### config.mk
export PLATFORM = sky130hd
export DESIGN_NAME = cpu_6502_operand_fetch
export DESIGN_NICKNAME = d
export VERILOG_FILES = /design/src/rtl/cpu_6502_operand_fetch.sv
export SDC_FILE = /design/constraint.sdc
export NUM_CORES = 1
export LEC_CHECK = 0
export BUFFER_PORTS_ARGS = -buffer_cell sky130_fd_sc_hd__buf_2
export CORE_ASPECT_RATIO = 0.6
export CORE_MARGIN = 3
export CORE_UTILIZATION = 30
export CTS_CLUSTER_SIZE = 25
export DETAILED_ROUTE_END_ITERATION = 8
export HOLD_SLACK_MARGIN = 0.02
export SLEW_MARGIN = 20
export SYNTH_ARGS = -nofsm -noshare
export SYNTH_HDL_FRONTEND = slang
export SYNTH_SLANG_ARGS = --single-unit
### constraint.sdc
create_clock -name i_clk -period 4.91 [get_ports i_clk]
set_clock_uncertainty 0.05 [all_clocks]
set_input_delay 0.2455 -clock i_clk [delete_from_list [all_inputs] [get_ports i_clk]]
set_output_delay 0.2455 -clock i_clk [all_outputs]
set_load 0.01 [all_outputs]
### src/rtl/cpu_6502_operand_fetch.sv
// cpu_6502_operand_fetch -- 6502 operand fetch and effective-address unit.
//
// Purpose: once the IR decoder has classified an instruction, this block
// fetches its operand bytes over a simple single-cycle read bus. It resolves
// every 6502 addressing mode to an effective address, an immediate/relative
// byte and the PC value past the operand.
//
// Ports:
//   i_clk           clock; all state changes on its rising edge
//   i_reset         synchronous active-high reset (takes priority over start)
//   i_start         begin a fetch; accepted only while o_busy = 0
//   i_operand_type  addressing mode (operand_type_t)
//   i_pc            address of the first operand byte
//   i_x, i_y        index registers, sampled with i_start
//   i_mem_data      read data, valid at the end of a cycle with o_mem_rd = 1
//   o_mem_addr      bus address (0 while no read is issued)
//   o_mem_rd        bus read strobe
//   o_busy          1 in every state except IDLE
//   o_done          one-cycle completion pulse
//   o_ea            effective address
//   o_operand       immediate/relative byte
//   o_pc_next       PC past the operand
//   o_page_cross    indexed add carried into the high byte
//
// Result outputs hold their values from o_done until the next accepted start.

package cpu_6502_operand_fetch_pkg;
  typedef enum logic [3:0] {
    IMPLIED          = 4'd0,
    ACCUMULATOR      = 4'd1,
    IMMEDIATE        = 4'd2,
    RELATIVE         = 4'd3,
    ZP               = 4'd4,
    ZP_X             = 4'd5,
    ZP_Y             = 4'd6,
    ABSOLUTE         = 4'd7,
    ABSOLUTE_X       = 4'd8,
    ABSOLUTE_Y       = 4'd9,
    INDIRECT         = 4'd10,
    INDEX_X_INDIRECT = 4'd11,
    INDEX_Y_INDIRECT = 4'd12
  } operand_type_t;
endpackage

module cpu_6502_operand_fetch
  import cpu_6502_operand_fetch_pkg::*;
#(
  parameter int PAGE_PENALTY = 1
) (
  input  logic          i_clk,
  input  logic          i_reset,
  input  logic          i_start,
  input  operand_type_t i_operand_type,
  input  logic [15:0]   i_pc,
  input  logic [7:0]    i_x,
  input  logic [7:0]    i_y,
  input  logic [7:0]    i_mem_data,
  output logic [15:0]   o_mem_addr,
  output logic          o_mem_rd,
  output logic          o_busy,
  output logic          o_done,
  output logic [15:0]   o_ea,
  output logic [7:0]    o_operand,
  output logic [15:0]   o_pc_next,
  output logic          o_page_cross
);

  typedef enum logic [2:0] {
    IDLE   = 3'd0,
    OPR_LO = 3'd1,
    OPR_HI = 3'd2,
    PTR_LO = 3'd3,
    PTR_HI = 3'd4,
    FIXUP  = 3'd5,
    DONE   = 3'd6
  } state_t;

  // Indexed 16-bit add with wrap; bit 16 of the result is the carry out of
  // bit 7 (the page-crossing indication), bits 15:0 are the wrapped sum.
  function automatic logic [16:0] index_add(input logic [15:0] base, input logic [7:0] idx);
    logic [8:0]  lo_sum;
    logic [15:0] sum;
    lo_sum = {1'b0, base[7:0]} + {1'b0, idx};
    sum    = base + {8'h00, idx};
    return {lo_sum[8], sum};
  endfunction

  state_t        state_r;
  state_t        state_next_s;
  operand_type_t type_r;
  logic [15:0]   pc_r;
  logic [7:0]    x_r;
  logic [7:0]    y_r;
  logic [7:0]    lo_r;
  logic [7:0]    lo_next_s;
  logic [15:0]   ptr_r;
  logic [15:0]   ptr_next_s;

  logic [15:0]   ea_r;
  logic [7:0]    operand_r;
  logic [15:0]   pc_next_r;
  logic          page_cross_r;
  logic          busy_r;
  logic          done_r;

  logic          load_out_s;
  logic [15:0]   ea_s;
  logic [7:0]    operand_s;
  logic [15:0]   pc_next_s;
  logic          page_cross_s;
  logic [15:0]   mem_addr_s;
  logic          mem_rd_s;
  logic [7:0]    idx_s;
  logic [16:0]   idx_sum_s;
  logic          accept_s;

  assign accept_s = (state_r == IDLE) && i_start;

  // ABSOLUTE_X is the only final-add mode that uses X; ABSOLUTE_Y and
  // INDEX_Y_INDIRECT both add Y. The base high byte is the byte arriving now.
  assign idx_s     = (type_r == ABSOLUTE_X) ? x_r : y_r;
  assign idx_sum_s = index_add({i_mem_data, lo_r}, idx_s);

  // Next-state, bus request and result computation.
  always_comb begin
    state_next_s = state_r;
    lo_next_s    = lo_r;
    ptr_next_s   = ptr_r;
    load_out_s   = 1'b0;
    ea_s         = 16'h0000;
    operand_s    = 8'h00;
    pc_next_s    = pc_r;
    page_cross_s = 1'b0;
    mem_addr_s   = 16'h0000;
    mem_rd_s     = 1'b0;

    case (state_r)
      IDLE: begin
        if (i_start) begin
          case (i_operand_type)
            IMMEDIATE, RELATIVE, ZP, ZP_X, ZP_Y, ABSOLUTE, ABSOLUTE_X,
            ABSOLUTE_Y, INDIRECT, INDEX_X_INDIRECT, INDEX_Y_INDIRECT: begin
              state_next_s = OPR_LO;
            end
            default: begin
              // IMPLIED, ACCUMULATOR and any undefined code: no bus traffic.
              state_next_s = DONE;
              load_out_s   = 1'b1;
              pc_next_s    = i_pc;
            end
          endcase
        end else begin
          state_next_s = IDLE;
        end
      end

      OPR_LO: begin
        mem_rd_s   = 1'b1;
        mem_addr_s = pc_r;
        case (type_r)
          IMMEDIATE, RELATIVE: begin
            state_next_s = DONE;
            load_out_s   = 1'b1;
            operand_s    = i_mem_data;
            ea_s         = pc_r;
            pc_next_s    = pc_r + 16'd1;
          end
          ZP, ZP_X, ZP_Y: begin
            state_next_s = DONE;
            load_out_s   = 1'b1;
            pc_next_s    = pc_r + 16'd1;
            // Zero-page indexing wraps inside page zero.
            if (type_r == ZP_X) begin
              ea_s = {8'h00, i_mem_data + x_r};
            end else if (type_r == ZP_Y) begin
              ea_s = {8'h00, i_mem_data + y_r};
            end else begin
              ea_s = {8'h00, i_mem_data};
            end
          end
          ABSOLUTE, ABSOLUTE_X, ABSOLUTE_Y: begin
            state_next_s = OPR_HI;
            lo_next_s    = i_mem_data;
          end
          INDIRECT: begin
            state_next_s = OPR_HI;
            ptr_next_s   = {ptr_r[15:8], i_mem_data};
          end
          INDEX_X_INDIRECT: begin
            state_next_s = PTR_LO;
            ptr_next_s   = {8'h00, i_mem_data + x_r};
          end
          INDEX_Y_INDIRECT: begin
            state_next_s = PTR_LO;
            ptr_next_s   = {8'h00, i_mem_data};
          end
          default: begin
            state_next_s = DONE;
            load_out_s   = 1'b1;
          end
        endcase
      end

      OPR_HI: begin
        mem_rd_s   = 1'b1;
        mem_addr_s = pc_r + 16'd1;
        case (type_r)
          ABSOLUTE: begin
            state_next_s = DONE;
            load_out_s   = 1'b1;
            ea_s         = {i_mem_data, lo_r};
            pc_next_s    = pc_r + 16'd2;
          end
          ABSOLUTE_X, ABSOLUTE_Y: begin
            load_out_s   = 1'b1;
            ea_s         = idx_sum_s[15:0];
            page_cross_s = idx_sum_s[16];
            pc_next_s    = pc_r + 16'd2;
            if ((PAGE_PENALTY != 0) && idx_sum_s[16]) begin
              state_next_s = FIXUP;
            end else begin
              state_next_s = DONE;
            end
          end
          INDIRECT: begin
            state_next_s = PTR_LO;
            ptr_next_s   = {i_mem_data, ptr_r[7:0]};
          end
          default: begin
            state_next_s = DONE;
            load_out_s   = 1'b1;
          end
        endcase
      end

      PTR_LO: begin
        mem_rd_s     = 1'b1;
        mem_addr_s   = ptr_r;
        lo_next_s    = i_mem_data;
        state_next_s = PTR_HI;
      end

      PTR_HI: begin
        mem_rd_s   = 1'b1;
        // Pointer increment stays within its page (NMOS behaviour, and the
        // zero-page wrap for the indexed-indirect modes).
        mem_addr_s = {ptr_r[15:8], ptr_r[7:0] + 8'd1};
        load_out_s = 1'b1;
        case (type_r)
          INDIRECT: begin
            state_next_s = DONE;
            ea_s         = {i_mem_data, lo_r};
            pc_next_s    = pc_r + 16'd2;
          end
          INDEX_X_INDIRECT: begin
            state_next_s = DONE;
            ea_s         = {i_mem_data, lo_r};
            pc_next_s    = pc_r + 16'd1;
          end
          INDEX_Y_INDIRECT: begin
            ea_s         = idx_sum_s[15:0];
            page_cross_s = idx_sum_s[16];
            pc_next_s    = pc_r + 16'd1;
            if ((PAGE_PENALTY != 0) && idx_sum_s[16]) begin
              state_next_s = FIXUP;
            end else begin
              state_next_s = DONE;
            end
          end
          default: begin
            state_next_s = DONE;
          end
        endcase
      end

      FIXUP: begin
        state_next_s = DONE;
      end

      DONE: begin
        state_next_s = IDLE;
      end

      default: begin
        state_next_s = IDLE;
      end
    endcase
  end

  // State, working registers and held results.
  always_ff @(posedge i_clk) begin
    if (i_reset) begin
      state_r      <= IDLE;
      type_r       <= IMPLIED;
      pc_r         <= 16'h0000;
      x_r          <= 8'h00;
      y_r          <= 8'h00;
      lo_r         <= 8'h00;
      ptr_r        <= 16'h0000;
      ea_r         <= 16'h0000;
      operand_r    <= 8'h00;
      pc_next_r    <= 16'h0000;
      page_cross_r <= 1'b0;
      busy_r       <= 1'b0;
      done_r       <= 1'b0;
    end else begin
      state_r <= state_next_s;
      lo_r    <= lo_next_s;
      ptr_r   <= ptr_next_s;
      busy_r  <= (state_next_s != IDLE);
      done_r  <= (state_next_s == DONE);
      if (accept_s) begin
        type_r <= i_operand_type;
        pc_r   <= i_pc;
        x_r    <= i_x;
        y_r    <= i_y;
      end else begin
        type_r <= type_r;
        pc_r   <= pc_r;
        x_r    <= x_r;
        y_r    <= y_r;
      end
      if (load_out_s) begin
        ea_r         <= ea_s;
        operand_r    <= operand_s;
        pc_next_r    <= pc_next_s;
        page_cross_r <= page_cross_s;
      end else begin
        ea_r         <= ea_r;
        operand_r    <= operand_r;
        pc_next_r    <= pc_next_r;
        page_cross_r <= page_cross_r;
      end
    end
  end

  // Bus address depends only on state and registered bytes, never on the
  // data arriving in the same cycle.
  assign o_mem_addr   = mem_addr_s;
  assign o_mem_rd     = mem_rd_s;
  assign o_busy       = busy_r;
  assign o_done       = done_r;
  assign o_ea         = ea_r;
  assign o_operand    = operand_r;
  assign o_pc_next    = pc_next_r;
  assign o_page_cross = page_cross_r;

endmodule

==> results of run 1 <==
==> cell usage in the layout (no fill, tap or decap), types with 17 or more instances in the layout <==
cell type	count
nor3_1	24
a31oi_1	17
a21oi_1	99
nor2_1	108
a22oi_1	22
o22ai_1	20
o21ai_0	52
buf_4	23
dfxtp_1	106
xnor2_1	25
buf_2	105
nand2_1	168
ha_1	26
mux2i_1	18
nand3_1	30
xor2_1	18
==> final cells by class <==
class | instances | share of cell area
multi-input combinational | 841 | 0.593
sequential | 106 | 0.242
timing repair buffer | 128 | 0.0796
tap | 322 | 0.0459
clock buffer | 10 | 0.0261
clock inverter | 6 | 0.00827
inverter | 12 | 0.00513
==> cells by family after synthesis <==
kind of cell,after synthesis,share of synthesized area
AND/OR/NAND/NOR,412,0.245
multiplexers,34,0.0467
buffers and inverters,99,0.0535
flip-flops,106,0.275
AO/OA/AOI/OAI,323,0.281
adder cells (fa/ha/maj),29,0.0499
XOR/XNOR,43,0.0488
==> sequential cells by signal, summed over array words and instances (netlist names), 3 cells and up <==
| name | flops |
|---|---|
| ptr_r | 16 |
| o_pc_next | 16 |
| y_r | 8 |
| pc_r | 16 |
| state_r | 3 |
| lo_r | 8 |
| x_r | 8 |
| o_operand | 8 |
| o_ea | 16 |
| type_r | 4 |
==> routing by layer <==
layer	vias up	global-route usage	wire length [um]
li1	3897	-	-
met1	4030	0.346	14900
met2	454	0.293	11800
met3	44	0.0733	4150
met4	2	0.0504	443
met5	-	0	8
==> final timing paths <==
kind | start | end | slack, ns | cells past startpoint
hold / removal | i_y[1] | y_r[1] | 0.04 | 3
setup / recovery | type_r[1] | o_busy | 0.78 | 11
setup reg to reg | type_r[1] | o_busy | 0.78 | 11
hold reg to reg | ptr_r[12] | ptr_r[12] | 0.41 | 2
==> power by group through the flow <==
stage               clock (mW)  sequential, mW  combinational [mW]
floorplan                    0            1.11                1.37
global placement             0            1.22                1.90
detailed placement           0            1.22                1.93
CTS                      0.800            1.20                1.94
global route             0.825            1.22                2.14
finish                   0.778            1.21                1.99
==> critical path, stage by stage (launching register included) <==
cell and delay (ns):
dfxtp_1 0.47, or3b_1 0.56, nor2_1 0.55, mux2_2 0.42, ha_1 0.36, nand3_1 0.10
nand2_1 0.11, a31oi_1 0.15, o21ai_1 0.60, a31oi_1 0.17, nor3_1 0.33, a31oi_1 0.13
==> per-stage QoR <==
stage | util | instance area [um^2] | hold slack, ns
5_1_grt | 0.355 | 8770 | 0.0403
3_3_place_gp | 0.343 | 8470 | 0.394
4_1_cts | 0.355 | 8770 | 0.0212
3_5_place_dp | 0.343 | 8470 | 0.400
2_1_floorplan | - | 7720 | 0.331
6_report | 0.355 | 8770 | 0.0419
==> flow_summary.ini, run 1 <==
[synthesis]
synthesis.nets = 1122
synth_common_cells = nand2_1 (168), nor2_1 (108), dfxtp_1 (106)
syn-instance-count = 1046
yosysSeqAreaShare = 0.275
yosys.cell_count.top_type = nand2_1
synth-async-reset-ratio = 0
synth.top_cell.area_share = 0.275
ys_types = 82
synth_ff_type = dfxtp_1
syn_area_um2 = 7720
synthTopCellsByArea = dfxtp_1 (27%), nand2_1 (8.2%), a21oi_1 (6.4%), nor2_1 (5.3%), ha_1 (4.2%)
ys_warn_count = 0
synth_largest_area_cell = dfxtp_1
synth-seq-cells = 106
postSynthAreaPerCell_um2 = 7.38
synth_edf_count = 0

[timing]
slew_viol_final = 0
finalHoldViolations = 0
final.min_clock_period_ns = 4.13
post-route-period-util = 0.842
worst_slew_pin_slew_ns = 0.960
slew_headroom = 0.360
grt_setup_unrepaired = no
setup-tns-final_ns = 0
setup_viol_count_final = 0
fmax_mhz = 242
layout_setup_ws_ns = 0.777

[pwr]
power.share.sequential = 0.304
pwr-share-comb = 0.500
clkPwrFrac = 0.196
finalPower_mw = 3.97
switching_share = 0.481
power_density_nw_per_um2 = 453
intPower_mw = 2.06
p_leak_nw = 3.38
p_switching_mw = 1.91
ir_drop_mv = 0.256

[global_routing]
grt_start_max_net_pins = 70
grt_pass1_wl_um = 46900
grt_overflow = 0
grt_use_total = 0.224
antenna_found_initial = 1
grt_pass1_vias = 7551

[detailed_routing]
routed-via-count = 8427
dr.pass1.iters = 8
viasPerCell = 5.91
wl_um = 31400
drc_errors = 0
antenna_left = 0
drt-initial-drc-count = 1082
wl_per_cell_um = 22.0

[clock_network]
root_buffer = clkbuf_16
hold_buffers = 0
cts_sinks = 106
cts.clk_slew.worst_paths_ns = 0.08
post_cts_buffers = 0
cts_tree = built
clock_latency_ns = 0.38
cts_resized = 0
htreeDepth = 3
numCtsBuffers = 9
cts.path.max_buffers = 2

[critical_path]
crit_path_start_kind = flip-flop
worst-setup-path-type = flip-flop to flip-flop
path_max_fanout = 15
crit_arrival_ns = 4.34
cp-end-kind = flip-flop
crit_required_ns = 5.12

[placed_design]
dp_hpwl_um = 23500
gp_congestion = 0.979
pre_cts_slack_ns = 0.866
placed_cells = 1409
port-buffer-count = 106

[cells_and_area]
fin_nets = 1174
multi_input_area_um2 = 5200
syn_to_final_growth_pct = 13.7
drive_gt1_frac = 0.172
finalNonFillerCells = 1425
regArea_um2 = 2120
diodes = 0
n_fill_cell = 2667

[floorplanning]
start_util = 0.312
die_h_um = 130
core_um2 = 24700
rows = 44
die_w_um = 213
fp.dieArea_um2 = 27700
ios = 107

[hold_path]
worstHoldPathType = input pin to flip-flop

[run_status]
status = finished clean

[job]
max_cap_violations = 0
Note: power is estimated with default switching activity, not from simulation.
==> run 2, diff against run 1 <==
==> constraint.sdc (replaced) <==
create_clock -name i_clk -period 4.15 [get_ports i_clk]
set_clock_uncertainty 0.05 [all_clocks]
set_input_delay 0.2075 -clock i_clk [delete_from_list [all_inputs] [get_ports i_clk]]
set_output_delay 0.2075 -clock i_clk [all_outputs]
set_load 0.01 [all_outputs]
==> flow_summary.ini, run 2 (synthesized netlist as in run 1, its figures left out) <==
[timing]
worst_slew_pin_slew_ns = 0.976
slew_viol_final = 0
slew_headroom = 0.349
grt_setup_unrepaired = no
final.min_clock_period_ns = 3.80
post-route-period-util = 0.915
layout_setup_ws_ns = 0.352
setup-tns-final_ns = 0
finalHoldViolations = 0
fmax_mhz = 263
setup_viol_count_final = 0
fin_hold_ws_ns = 0.0382

[critical_path]
crit_arrival_ns = 4.00
crit_path_start_kind = flip-flop
path_max_fanout = 15
worst-setup-path-type = flip-flop to flip-flop
slowest_delay_ns = 0.60
cp-end-kind = flip-flop
worst_path_max_delay_cell = o21ai_1
critPathMostFrequentCell = a31oi_1
crit_chain = or3b_1 > nor2_1 > buf_4 > mux2_2 > ha_1 > a21oi_1 > nand2_1 > a31oi_1 > o21ai_1 > a31oi_1 > nor3_1 > a31oi_1
crit_required_ns = 4.35

[detailed_routing]
wl_met3_um = 4070
met2WireLength_um = 12100
routed-via-count = 8452
drc_errors = 0
wl_um = 31800
top_layer = met5
dr.pass1.iters = 9
wl_per_cell_um = 21.9
viasPerCell = 5.81
wl_met1_um = 15200
antenna_left = 0
drt-initial-drc-count = 1221

[global_routing]
grt_start_max_net_pins = 79
grt_use_total = 0.229
grt_overflow = 0
grt_pass1_vias = 7787
grt_pass1_wl_um = 48000
antenna_found_initial = 0

[clock_network]
cts_sinks = 106
cts.clk_slew.worst_paths_ns = 0.08
cts_tree = built
root_buffer = clkbuf_16
htreeDepth = 3
clock_latency_ns = 0.38
cts.path.max_buffers = 2
numCtsBuffers = 9
cts_resized = 0

[placed_design]
pre_cts_slack_ns = 0.410
port-buffer-count = 106
gp_congestion = 0.986
placed_area_um2 = 8580
placed_cells = 1422
dp_hpwl_um = 23900

[floorplanning]
die_w_um = 213
core_um2 = 24700
ios = 107
rows = 44
fp.dieArea_um2 = 27700
start_util = 0.312
die_h_um = 130

[run_status]
status = finished clean

[pwr]
intPower_mw = 2.42
switching_share = 0.486
power_density_nw_per_um2 = 522
p_leak_nw = 3.51
p_switching_mw = 2.29
ir_drop_mv = 0.390
finalPower_mw = 4.72
pwr-share-comb = 0.517
clkPwrFrac = 0.186
power.share.sequential = 0.297

[cells_and_area]
utilization = 0.366
fin_nets = 1204
diodes = 0
stdcell_area_um2 = 9040
final_common_cell = nand2_1
final_cell_mix = nand2_1 (168), nor2_1 (108), dfxtp_1 (106)
syn_to_final_growth_pct = 17.1
drive_gt1_frac = 0.180
finalNonFillerCells = 1455

[hold_path]
worstHoldPathType = input pin to flip-flop

[job]
max_cap_violations = 0
==> run 2: cell types whose count changed in the layout (fill, tap and decap cells not counted), moves of 2 or more <==
cell           previous run  this run
buf_4                    23        36
dlygate4sd3_1             0        17
inv_6                     3         1
inv_8                     0         2
==> run 2: path summary, 6_finish.rpt <==
path,startpoint,to,slack [ns],cells past startpoint
worst max-delay path,type_r[1],o_busy,0.35,12
worst min-delay path,i_x[4],x_r[4],0.04,3
worst max register to register,type_r[1],o_busy,0.35,12
worst min register to register,ptr_r[14],ptr_r[14],0.41,2
==> run 2: worst max-delay path, delay by kind of cell (launching register included) <==
family | cells | cell delay [ns]
simple gates | 4 | 1.14
compound gates | 5 | 1.14
mux | 1 | 0.37
fa+ha+maj | 1 | 0.33
buf+inv | 1 | 0.18
flops | 1 | 0.46
==> run 2: repair_timing <==
| item | 4_1_cts | 5_1_grt |
|---|---|---|
| hold buffers | 17 | 0 |
| hold endpoints to repair | 17 | 0 |
| setup buffers | 0 | 0 |
==> run 2: area by class of cell <==
| class | count | area (um^2) |
|---|---|---|
| clock buffers | 9 | 225 |
| clock inverters | 7 | 61.3 |
| fillers | 2632 | 15700 |
| inverters | 12 | 45.0 |
| multi-input cells | 841 | 5220 |
| flip-flops and latches | 106 | 2120 |
| well taps | 322 | 403 |
| repair buffers | 158 | 966 |
==> run 2: metal layers <==
metal | vias to the layer above | global-route usage
met5 | - | 0.0138
met4 | 2 | 0.0371
met3 | 36 | 0.0805
met2 | 490 | 0.310
met1 | 3968 | 0.347
li1 | 3956 | -
==> run 2: power groups by stage <==
stage / Clock (mW) / Sequential, mW / Combinational (mW)
final: 0.877 / 1.40 / 2.44
after global routing: 0.929 / 1.42 / 2.65
after CTS: 0.903 / 1.39 / 2.38
after detailed placement: 0 / 1.41 / 2.37
after global placement: 0 / 1.41 / 2.33
after floorplan: 0 / 1.32 / 1.62
